### src/rtl/vec_lane_sequencer_if.sv
// rtl/vec_lane_sequencer_if.sv - bus between the lane sequencer and the shared FP unit
//
// Ports (signals):
//   fu_valid   one-cycle issue strobe            (master -> slave)
//   fu_sel     0 = FP add, 1 = FP mult           (master -> slave)
//   fu_a       operand A, held issue..capture    (master -> slave)
//   fu_b       operand B, held issue..capture    (master -> slave)
//   fu_result  FP result, valid FU_LAT after issue (slave -> master)
interface vec_lane_sequencer_if #(
    parameter int W = 16
);
    logic         fu_valid;
    logic         fu_sel;
    logic [W-1:0] fu_a;
    logic [W-1:0] fu_b;
    logic [W-1:0] fu_result;

    modport master (
        output fu_valid,
        output fu_sel,
        output fu_a,
        output fu_b,
        input  fu_result
    );

    modport slave (
        input  fu_valid,
        input  fu_sel,
        input  fu_a,
        input  fu_b,
        output fu_result
    );
endinterface

### src/rtl/vec_lane_sequencer.sv
// rtl/vec_lane_sequencer.sv - VADD/VDOT/SMUL over 16 half lanes through one shared FP unit
//
// Ports:
//   clk, rst_n   clock (rising edge), asynchronous active-low reset
//   start        request, accepted only when idle
//   opcode       0 VADD, 1 VDOT, 2 SMUL; anything else completes with err
//   op_1, op_2   operand vectors, lane i = bits [16i+15:16i]; SMUL scalar = op_1[15:0]
//   busy         high while lanes are being issued/awaited
//   done         one-cycle completion pulse
//   err          illegal opcode flag, held until the next accept
//   result       per-lane results, or {240'd0, sum} for VDOT
//   fu           master side of the shared FP unit bus
module vec_lane_sequencer #(
    parameter int LANES  = 16,
    parameter int LANE_W = 16,
    parameter int FU_LAT = 1
) (
    input  logic                    clk,
    input  logic                    rst_n,
    input  logic                    start,
    input  logic [3:0]              opcode,
    input  logic [LANES*LANE_W-1:0] op_1,
    input  logic [LANES*LANE_W-1:0] op_2,
    output logic                    busy,
    output logic                    done,
    output logic                    err,
    output logic [LANES*LANE_W-1:0] result,
    vec_lane_sequencer_if.master    fu
);

    localparam int LCW = (LANES > 1) ? $clog2(LANES) : 1;
    localparam int WCW = (FU_LAT > 1) ? $clog2(FU_LAT) : 1;

    localparam logic [3:0] OP_VADD = 4'd0;
    localparam logic [3:0] OP_VDOT = 4'd1;
    localparam logic [3:0] OP_SMUL = 4'd2;

    typedef enum logic [2:0] {
        S_IDLE,
        S_ISSUE,
        S_WAIT,
        S_DONE,
        S_FAIL
    } state_t;

    state_t state, state_nx;

    logic [3:0]        op_r;
    logic [LANE_W-1:0] op1_lane [LANES];
    logic [LANE_W-1:0] op2_lane [LANES];
    logic [LANE_W-1:0] a_lane   [LANES];
    logic [LANE_W-1:0] b_lane   [LANES];
    logic [LANE_W-1:0] res_lane [LANES];
    logic [LCW-1:0]    lane;
    logic              phase;      // VDOT: 0 = product, 1 = accumulate
    logic [LANE_W-1:0] acc;
    logic [LANE_W-1:0] prod;
    logic [WCW-1:0]    wait_cnt;
    logic              err_r;

    logic legal, is_vdot, is_smul, wait_last, last_lane;

    // Lane views of the flat operand/result buses
    for (genvar g = 0; g < LANES; g++) begin : g_lanes
        assign op1_lane[g]                   = op_1[g*LANE_W +: LANE_W];
        assign op2_lane[g]                   = op_2[g*LANE_W +: LANE_W];
        assign result[g*LANE_W +: LANE_W]    = res_lane[g];
    end

    assign legal     = (opcode == OP_VADD) || (opcode == OP_VDOT) || (opcode == OP_SMUL);
    assign is_vdot   = (op_r == OP_VDOT);
    assign is_smul   = (op_r == OP_SMUL);
    assign wait_last = (wait_cnt == WCW'(FU_LAT - 1));
    // Last lane found by compare so the counter never relies on wrapping
    assign last_lane = (lane == LCW'(LANES - 1));

    always_ff @(posedge clk or negedge rst_n) begin
        if (!rst_n) begin
            state <= S_IDLE;
        end else begin
            state <= state_nx;
        end
    end

    always_comb begin
        state_nx = state;
        case (state)
            S_IDLE: begin
                if (start) begin
                    state_nx = legal ? S_ISSUE : S_FAIL;
                end
            end
            S_ISSUE: state_nx = S_WAIT;
            S_WAIT: begin
                if (wait_last) begin
                    // A VDOT product phase re-issues the same lane for its add
                    if (is_vdot && !phase) begin
                        state_nx = S_ISSUE;
                    end else if (last_lane) begin
                        state_nx = S_DONE;
                    end else begin
                        state_nx = S_ISSUE;
                    end
                end
            end
            S_DONE:  state_nx = S_IDLE;
            S_FAIL:  state_nx = S_IDLE;
            default: state_nx = S_IDLE;
        endcase
    end

    always_ff @(posedge clk or negedge rst_n) begin
        if (!rst_n) begin
            op_r     <= '0;
            a_lane   <= '{default: '0};
            b_lane   <= '{default: '0};
            res_lane <= '{default: '0};
            lane     <= '0;
            phase    <= 1'b0;
            acc      <= '0;
            prod     <= '0;
            wait_cnt <= '0;
            err_r    <= 1'b0;
        end else begin
            wait_cnt <= (state == S_WAIT && !wait_last) ? wait_cnt + 1'b1 : '0;
            case (state)
                S_IDLE: begin
                    if (start) begin
                        op_r     <= opcode;
                        a_lane   <= op1_lane;
                        b_lane   <= op2_lane;
                        res_lane <= '{default: '0};
                        lane     <= '0;
                        phase    <= 1'b0;
                        acc      <= '0;
                        prod     <= '0;
                        err_r    <= !legal;
                    end
                end
                S_WAIT: begin
                    if (wait_last) begin
                        if (is_vdot) begin
                            if (!phase) begin
                                prod  <= fu.fu_result;
                                phase <= 1'b1;
                            end else begin
                                acc   <= fu.fu_result;
                                phase <= 1'b0;
                                if (last_lane) begin
                                    res_lane[0] <= fu.fu_result;
                                end else begin
                                    lane <= lane + 1'b1;
                                end
                            end
                        end else begin
                            res_lane[lane] <= fu.fu_result;
                            if (!last_lane) begin
                                lane <= lane + 1'b1;
                            end
                        end
                    end
                end
                default: ;
            endcase
        end
    end

    assign busy = (state == S_ISSUE) || (state == S_WAIT);
    assign done = (state == S_DONE) || (state == S_FAIL);
    assign err  = err_r;

    // Operands derive only from latched state, so they hold from issue to capture
    assign fu.fu_valid = (state == S_ISSUE);
    assign fu.fu_sel   = is_smul || (is_vdot && !phase);
    assign fu.fu_a     = (is_vdot && phase) ? acc :
                         is_smul            ? a_lane[0] : a_lane[lane];
    assign fu.fu_b     = (is_vdot && phase) ? prod : b_lane[lane];

endmodule

### src/flat_wrapper.sv
// flat-port wrapper written by rule: the top's interface ports become plain ports
module vec_lane_sequencer_flat 
#(
    parameter int LANES  = 16,
    parameter int LANE_W = 16,
    parameter int FU_LAT = 1
)
  (clk, rst_n, start, opcode, op_1, op_2, busy, done, err, result, fu_fu_valid, fu_fu_sel, fu_fu_a, fu_fu_b, fu_fu_result);
  vec_lane_sequencer_if #(.W(16)) fu_i ();
  input  logic clk;
  input  logic rst_n;
  input  logic start;
  input  logic [3:0] opcode;
  input  logic [LANES*LANE_W-1:0] op_1;
  input  logic [LANES*LANE_W-1:0] op_2;
  output logic busy;
  output logic done;
  output logic err;
  output logic [LANES*LANE_W-1:0] result;
  output wire logic [$bits(fu_i.fu_valid)-1:0] fu_fu_valid;
  output wire logic [$bits(fu_i.fu_sel)-1:0] fu_fu_sel;
  output wire logic [$bits(fu_i.fu_a)-1:0] fu_fu_a;
  output wire logic [$bits(fu_i.fu_b)-1:0] fu_fu_b;
  input wire logic [$bits(fu_i.fu_result)-1:0] fu_fu_result;
  assign fu_fu_valid = fu_i.fu_valid;
  assign fu_fu_sel = fu_i.fu_sel;
  assign fu_fu_a = fu_i.fu_a;
  assign fu_fu_b = fu_i.fu_b;
  assign fu_i.fu_result = fu_fu_result;
  vec_lane_sequencer #(.LANES(LANES), .LANE_W(LANE_W), .FU_LAT(FU_LAT)) u_core (.clk(clk), .rst_n(rst_n), .start(start), .opcode(opcode), .op_1(op_1), .op_2(op_2), .busy(busy), .done(done), .err(err), .result(result), .fu(fu_i));
endmodule
### config.mk
export PLATFORM = sky130hd
export DESIGN_NAME = vec_lane_sequencer_flat
export DESIGN_NICKNAME = d
export VERILOG_FILES = /design/src/rtl/vec_lane_sequencer_if.sv /design/src/rtl/vec_lane_sequencer.sv /design/src/flat_wrapper.sv
export SDC_FILE = /design/constraint.sdc
export NUM_CORES = 2
export LEC_CHECK = 0
export ABC_CLOCK_PERIOD_IN_PS = 3260
export BUFFER_PORTS_ARGS = -buffer_cell sky130_fd_sc_hd__buf_4
export CORE_AREA = 5 5 316 318
export DETAILED_ROUTE_END_ITERATION = 10
export DIE_AREA = 0 0 321 323
export SYNTH_ARGS = -nofsm -noshare
export SYNTH_HDL_FRONTEND = slang
export SYNTH_SLANG_ARGS = --single-unit
### constraint.sdc
create_clock -name clk -period 3.26 [get_ports clk]
set_input_delay 0.652 -clock clk [delete_from_list [all_inputs] [get_ports clk]]
set_output_delay 0.652 -clock clk [all_outputs]
set_load 0.01 [all_outputs]
# [After elaboration in Yosys (flattened, before gate mapping)]
# Cells that the tools add are included.
# W data, S select, Z words.
[totals] ff_bits=814
[classes] addsub=2 magnitude_cmp=2 eq_ne=17 muxes=46 n_bitwise=1 n_reduce_logical=22
[ops] operator="$mux W256" count=2
[ops] operator="$pmux W256 S2" count=1
[ops] operator="$mux W16" count=18
[ops] operator="$bwmux W256" count=1
[ops] operator="$mux W240" count=1
[ops] operator="$bmux W16 S4" count=2
[ops] operator="$demux W16 S4" count=1
[ops] operator="$pmux W16 S2" count=2
[ops] operator="$mux W4" count=5
[ops] operator="$reduce_and A5 Y1" count=3
[ops] operator="$mux W3" count=4
[ops] operator="$reduce_and A4 Y1" count=3
[ops] operator="$pmux W3 S3" count=1
[ops] operator="$eq A4 B1 Y1 const B" count=2
[ops] operator="$eq A4 B2 Y1 const B" count=2
[ops] operator="$ne A2 B2 Y1 const B" count=4
[ops] operator="$pmux W4 S2" count=1
[ops] operator="$eq A3 B2 Y1 const B" count=2
[ops] operator="$ge A5 B5 Y1 const B" count=1
[ops] operator="$logic_or A1 B1 Y1" count=5
[ops] operator="$lt A5 B1 Y1 const B" count=1
[ops] operator="$mux W1" count=5
[ops] operator="$not A4 Y5" count=1
[ops] operator="$add A4 B1 Y4 const B" count=1
[ops] operator="other kinds (15)" count=21

# [Depth between registers and ports, before layout]
[depth] ltp_word=9 ltp_mapped=10

# [Least setup slack after synthesis]
# No wires, ideal clock.
[synth_timing] kind="flip-flop to output port" startpoint="register u_core.lane[0]" endpoint="output port fu_fu_a[8]" arrival_ns=1.911 t_required_ns=2.608 path_slack_ns=0.697 stages_incl_launch_ff=9 path_buffers=4 cell_sequence="dfrtp_1 buf_2 buf_2 buf_2 buf_4 mux2i_1 nor3_1 o41ai_1 o211ai_1"
[synth_via] elab_chain_len=6
[synth_rtl] item="start: declaration" line_no="vec_lane_sequencer.sv:54" rtl="logic [LCW-1:0] lane;"
[synth_rtl] item="start signal: assignment" line_no="vec_lane_sequencer.sv:152" rtl="lane <= lane + 1'b1;"
[synth_rtl] item="start signal: assignment" line_no="vec_lane_sequencer.sv:158" rtl="lane <= lane + 1'b1;"
[synth_rtl] item="$not A4 Y5 (not written as such)" line_no="vec_lane_sequencer.sv:176" rtl="is_smul ? a_lane[0] : a_lane[lane];"
[synth_rtl] item="$bmux W16 S4" line_no="vec_lane_sequencer.sv:176"
[synth_rtl] item="$mux W16 (not written as such) (2 in a row)" line_no="vec_lane_sequencer.sv:176"
[synth_rtl] item="$mux W16" line_no="vec_lane_sequencer.sv:176"
[synth_rtl] item="$mux W16" line_no="vec_lane_sequencer.sv:175" rtl="assign fu.fu_a = (is_vdot && phase) ? acc :"
[synth_rtl] item="end: declaration" line_no="flat_wrapper.sv:22" rtl="output wire logic [$bits(fu_i.fu_a)-1:0] fu_fu_a;"
# No other way between the ends. The select of a mux whose other input is x is not followed.

# [Worst setup path after layout]
[layout_timing] startpoint="register u_core.lane[0]" endpoint="output port fu_fu_a[0]"
# Same word-level chain as after synthesis.

==> results_dict.tcl <==
set metrics [dict create \
    status "finished with violations" \
    violations "setup timing" \
    p_total_w 0.0341 \
    path_class "register to output pin" \
    antenna_found_initial 20 \
    io-pin-count 828 \
    fin_area_um2 48700 \
    fp.dieArea_um2 104000 \
    h-tree-depth 3 \
    layout_common_cells "nand2_1, buf_4, dfrtp_1" \
    numCtsBuffers 90 \
    ys_ff_latch 814 \
    worst_pin_slew_ns 1.12 \
    fmax_mhz 282 \
    clkTransAtPathRegs_ns 0.06 \
    crit_required_ns 2.61 \
    vias 30400 \
    area_delta_synth_final_pct 34.1 \
    die_w_um 321 \
    seqCellArea_um2 20400 \
    clk_latency_ns 0.67 \
    grt_pass1_vias 30900 \
    wl_um 146000 \
    synthMuxAreaShare 0.153 \
    crit_buf_inv 4 \
    grt_pass1_wl_um 209000 \
    first_pass_iters 6 \
    synth_warnings 0 \
    p_per_area_nw_per_um2 701 \
    endpoint_kind "output pin" \
    ys.flop_type "dfrtp_1" \
    hold_path_class "input pin to register" \
    p_leak_nw 25.3 \
    asyncSetResetFlopFracSynth 1.00 \
    grt_remaining_overflow 0 \
    cap_viol_max_count 0 \
    syn_avg_cell_area_um2 9.90 \
    grt_setup_unrepaired "true" \
    multi_input_area_um2 15200 \
    peakVddDrop_uv 359 \
    synth-compound-area-share 0.0410 \
    layout_commonest_cell "nand2_1" \
    synth_top_family_by_area "simple AND/OR/NAND/NOR gates" \
    initial_utilization 0.377 \
    path_common_cell "buf_6" \
    hold_viol_final 0 \
    ant_nets 0 \
    grt_use_total 0.272 \
    crit_arrival_ns 2.89 \
    synth_edf_count 0 \
    crit_family "buffers and inverters" \
    placementRows 114 \
    hpwl_um 106000 \
    min_period_ns 3.54 \
    crit_path_start_kind "register" \
    netlist_area_um2 36300 \
    synthCells 3663 \
    synth_seq_area_share 0.562 \
    synth_fa_ha_area_frac 0.00138 \
    clock_path_buffers 3 \
    syn_nets 4202 \
    timing.final.crit_share 1.09 \
    portBuffers 827 \
    crit_slowest_cell "dfrtp_4" \
    post_drt_wl_per_cell_um 25.0 \
    slew_headroom 0.249 \
    post_dp_cell_area_um2 44200 \
    path_cells "buf_12, buf_6, mux2i_2, o22ai_1, o31ai_4, buf_6, o211ai_1, buf_4" \
    timing.hold.ws_ns 0.172 \
    drive_gt1_frac 0.297 \
    maxSlewViolCount 0 \
    synth-simple-area-share 0.206 \
    fill_cells 8939 \
    drtIter0Drc 2913 \
    cts_tree "done" \
    core_um2 96300 \
    synth_cell_types 58 \
    setup_viol_count_final 32 \
    grt_max_degree 141 \
    routabilityCongestion 0.941 \
    drc 0 \
    root_buffer "clkbuf_16" \
    max_stage_delay_ns 0.53 \
    cts_sinks 814 \
    skew_ns 0.0260 \
    utilization 0.505 \
    die_h_um 323 \
    nets 5042 \
    synth-xor-area-share 0 \
    critPathMaxFanout 18 \
    layout_setup_ws_ns -0.280 \
    via_per_inst 5.19 \
]
-- final timing paths --
path | cells past startpoint | endpoint | slack [ns] | startpoint
max | 8 | fu_fu_a[0] | -0.28 | u_core.lane[0]$_DFFE_PN0P_
min | 3 | u_core.a_lane[205]$_DFFE_PN0P_ | 0.17 | op_1[61]
max reg2reg | 8 | u_core.result[245]$_DFFE_PN0P_ | 0.18 | u_core.lane[0]$_DFFE_PN0P_
min reg2reg | 2 | u_core.b_lane[119]$_DFFE_PN0P_ | 0.47 | u_core.b_lane[119]$_DFFE_PN0P_
max in group asynchronous | 4 | u_core.b_lane[182]$_DFFE_PN0P_ | 1.56 | rst_n
min in group asynchronous | 2 | u_core.b_lane[147]$_DFFE_PN0P_ | 0.52 | rst_n
-- report_power, final --
| group | internal, W | switching (W) | total, W |
|---|---|---|---|
| Sequential | 0.0124 | 0.00169 | 0.0141 |
| Clock | 0.00631 | 0.00428 | 0.0106 |
| Combinational | 0.00402 | 0.00537 | 0.00939 |
| Total | 0.0228 | 0.0113 | 0.0341 |
-- flip-flops by register name, indices dropped and copies added, names as in the netlist --
signal,count
u_core.phase,1
u_core.b_lane,256
u_core.wait_cnt,1
u_core.err,1
u_core.acc,16
u_core.state,3
u_core.lane,4
u_core.result,256
u_core.a_lane,256
u_core.op_r,4
u_core.prod,16
-- kinds of logic after synthesis --
group / count (synthesis)
other: 1
AOI/OAI and AO/OA: 215
muxes: 451
adders and majority gates: 4
DFF: 814
buffers and inverters: 299
and+or+nand+nor: 1879
-- cell type report --
class / instances / share of cell area
Sequential cell: 814 / 0.419
Multi-Input combinational cell: 2550 / 0.313
Timing Repair Buffer: 994 / 0.168
Clock buffer: 136 / 0.0561
Tap cell: 1276 / 0.0328
Clock inverter: 23 / 0.00640
Inverter: 53 / 0.00409
Antenna cell: 14 / 0.000720
-- metrics by stage --
stage	TNS [ns]	cells	worst slack (ns)
after floorplan	0	3663	0.697
after global placement	0	5636	0.158
after detailed placement	0	5636	0.0998
after CTS	-6.81	5828	-0.265
after global routing	-7.48	5856	-0.351
final	-4.79	5860	-0.280
-- layer usage --
metal  up-vias  share of wire  wire [um]  global-route usage
li1      13700              -          -                   -
met1     15100           0.40      58900               0.356
met2      1303           0.48      69800               0.443
met3       279          0.072      10500              0.0533
met4        10          0.048       6970               0.119
met5         -        0.00047         69                   0
-- synth_stat cells (all sizes together), types with 2 or more instances --
cell type	n	area, um2
dfrtp	814	20400
nor3	3	15.0
nor4	4	85.1
a21oi	36	184
nand4	26	254
nor2b	7	43.8
and2b	2	15.0
o22ai	49	307
nand2b	5	31.3
nor3b	2	20.0
a22oi	32	240
nor4b	2	38.8
nor2	9	43.8
inv	53	199
o211ai	16	120
mux2i	355	3550
o21ai	25	140
clkbuf	126	473
mux2	16	180
ha	4	50.1
mux4	80	1800
a211oi	3	22.5
o21a	2	22.5
or3b	3	26.3
a32o	16	160
nand2	1785	6700
o31ai	15	113
nand3b	3	22.5
a21o	2	15.0
and2	20	125
nand3	4	30.0
buf	120	671
a22o	16	140
-- timing repair --
item                       CTS  global route
hold buffers                 1             0
buffers inserted            24            20
hold endpoints to repair    34             0
gates resized for setup     85            70
setup endpoints to repair   32            48
pin swaps                   13            23
cloned                       8             2
-- tightest hold or removal path: stages --
cell and delay [ns]:
buf_4 0.08, nand2_1 0.04, nand2_1 0.04
(Power assumes the default switching activity.)
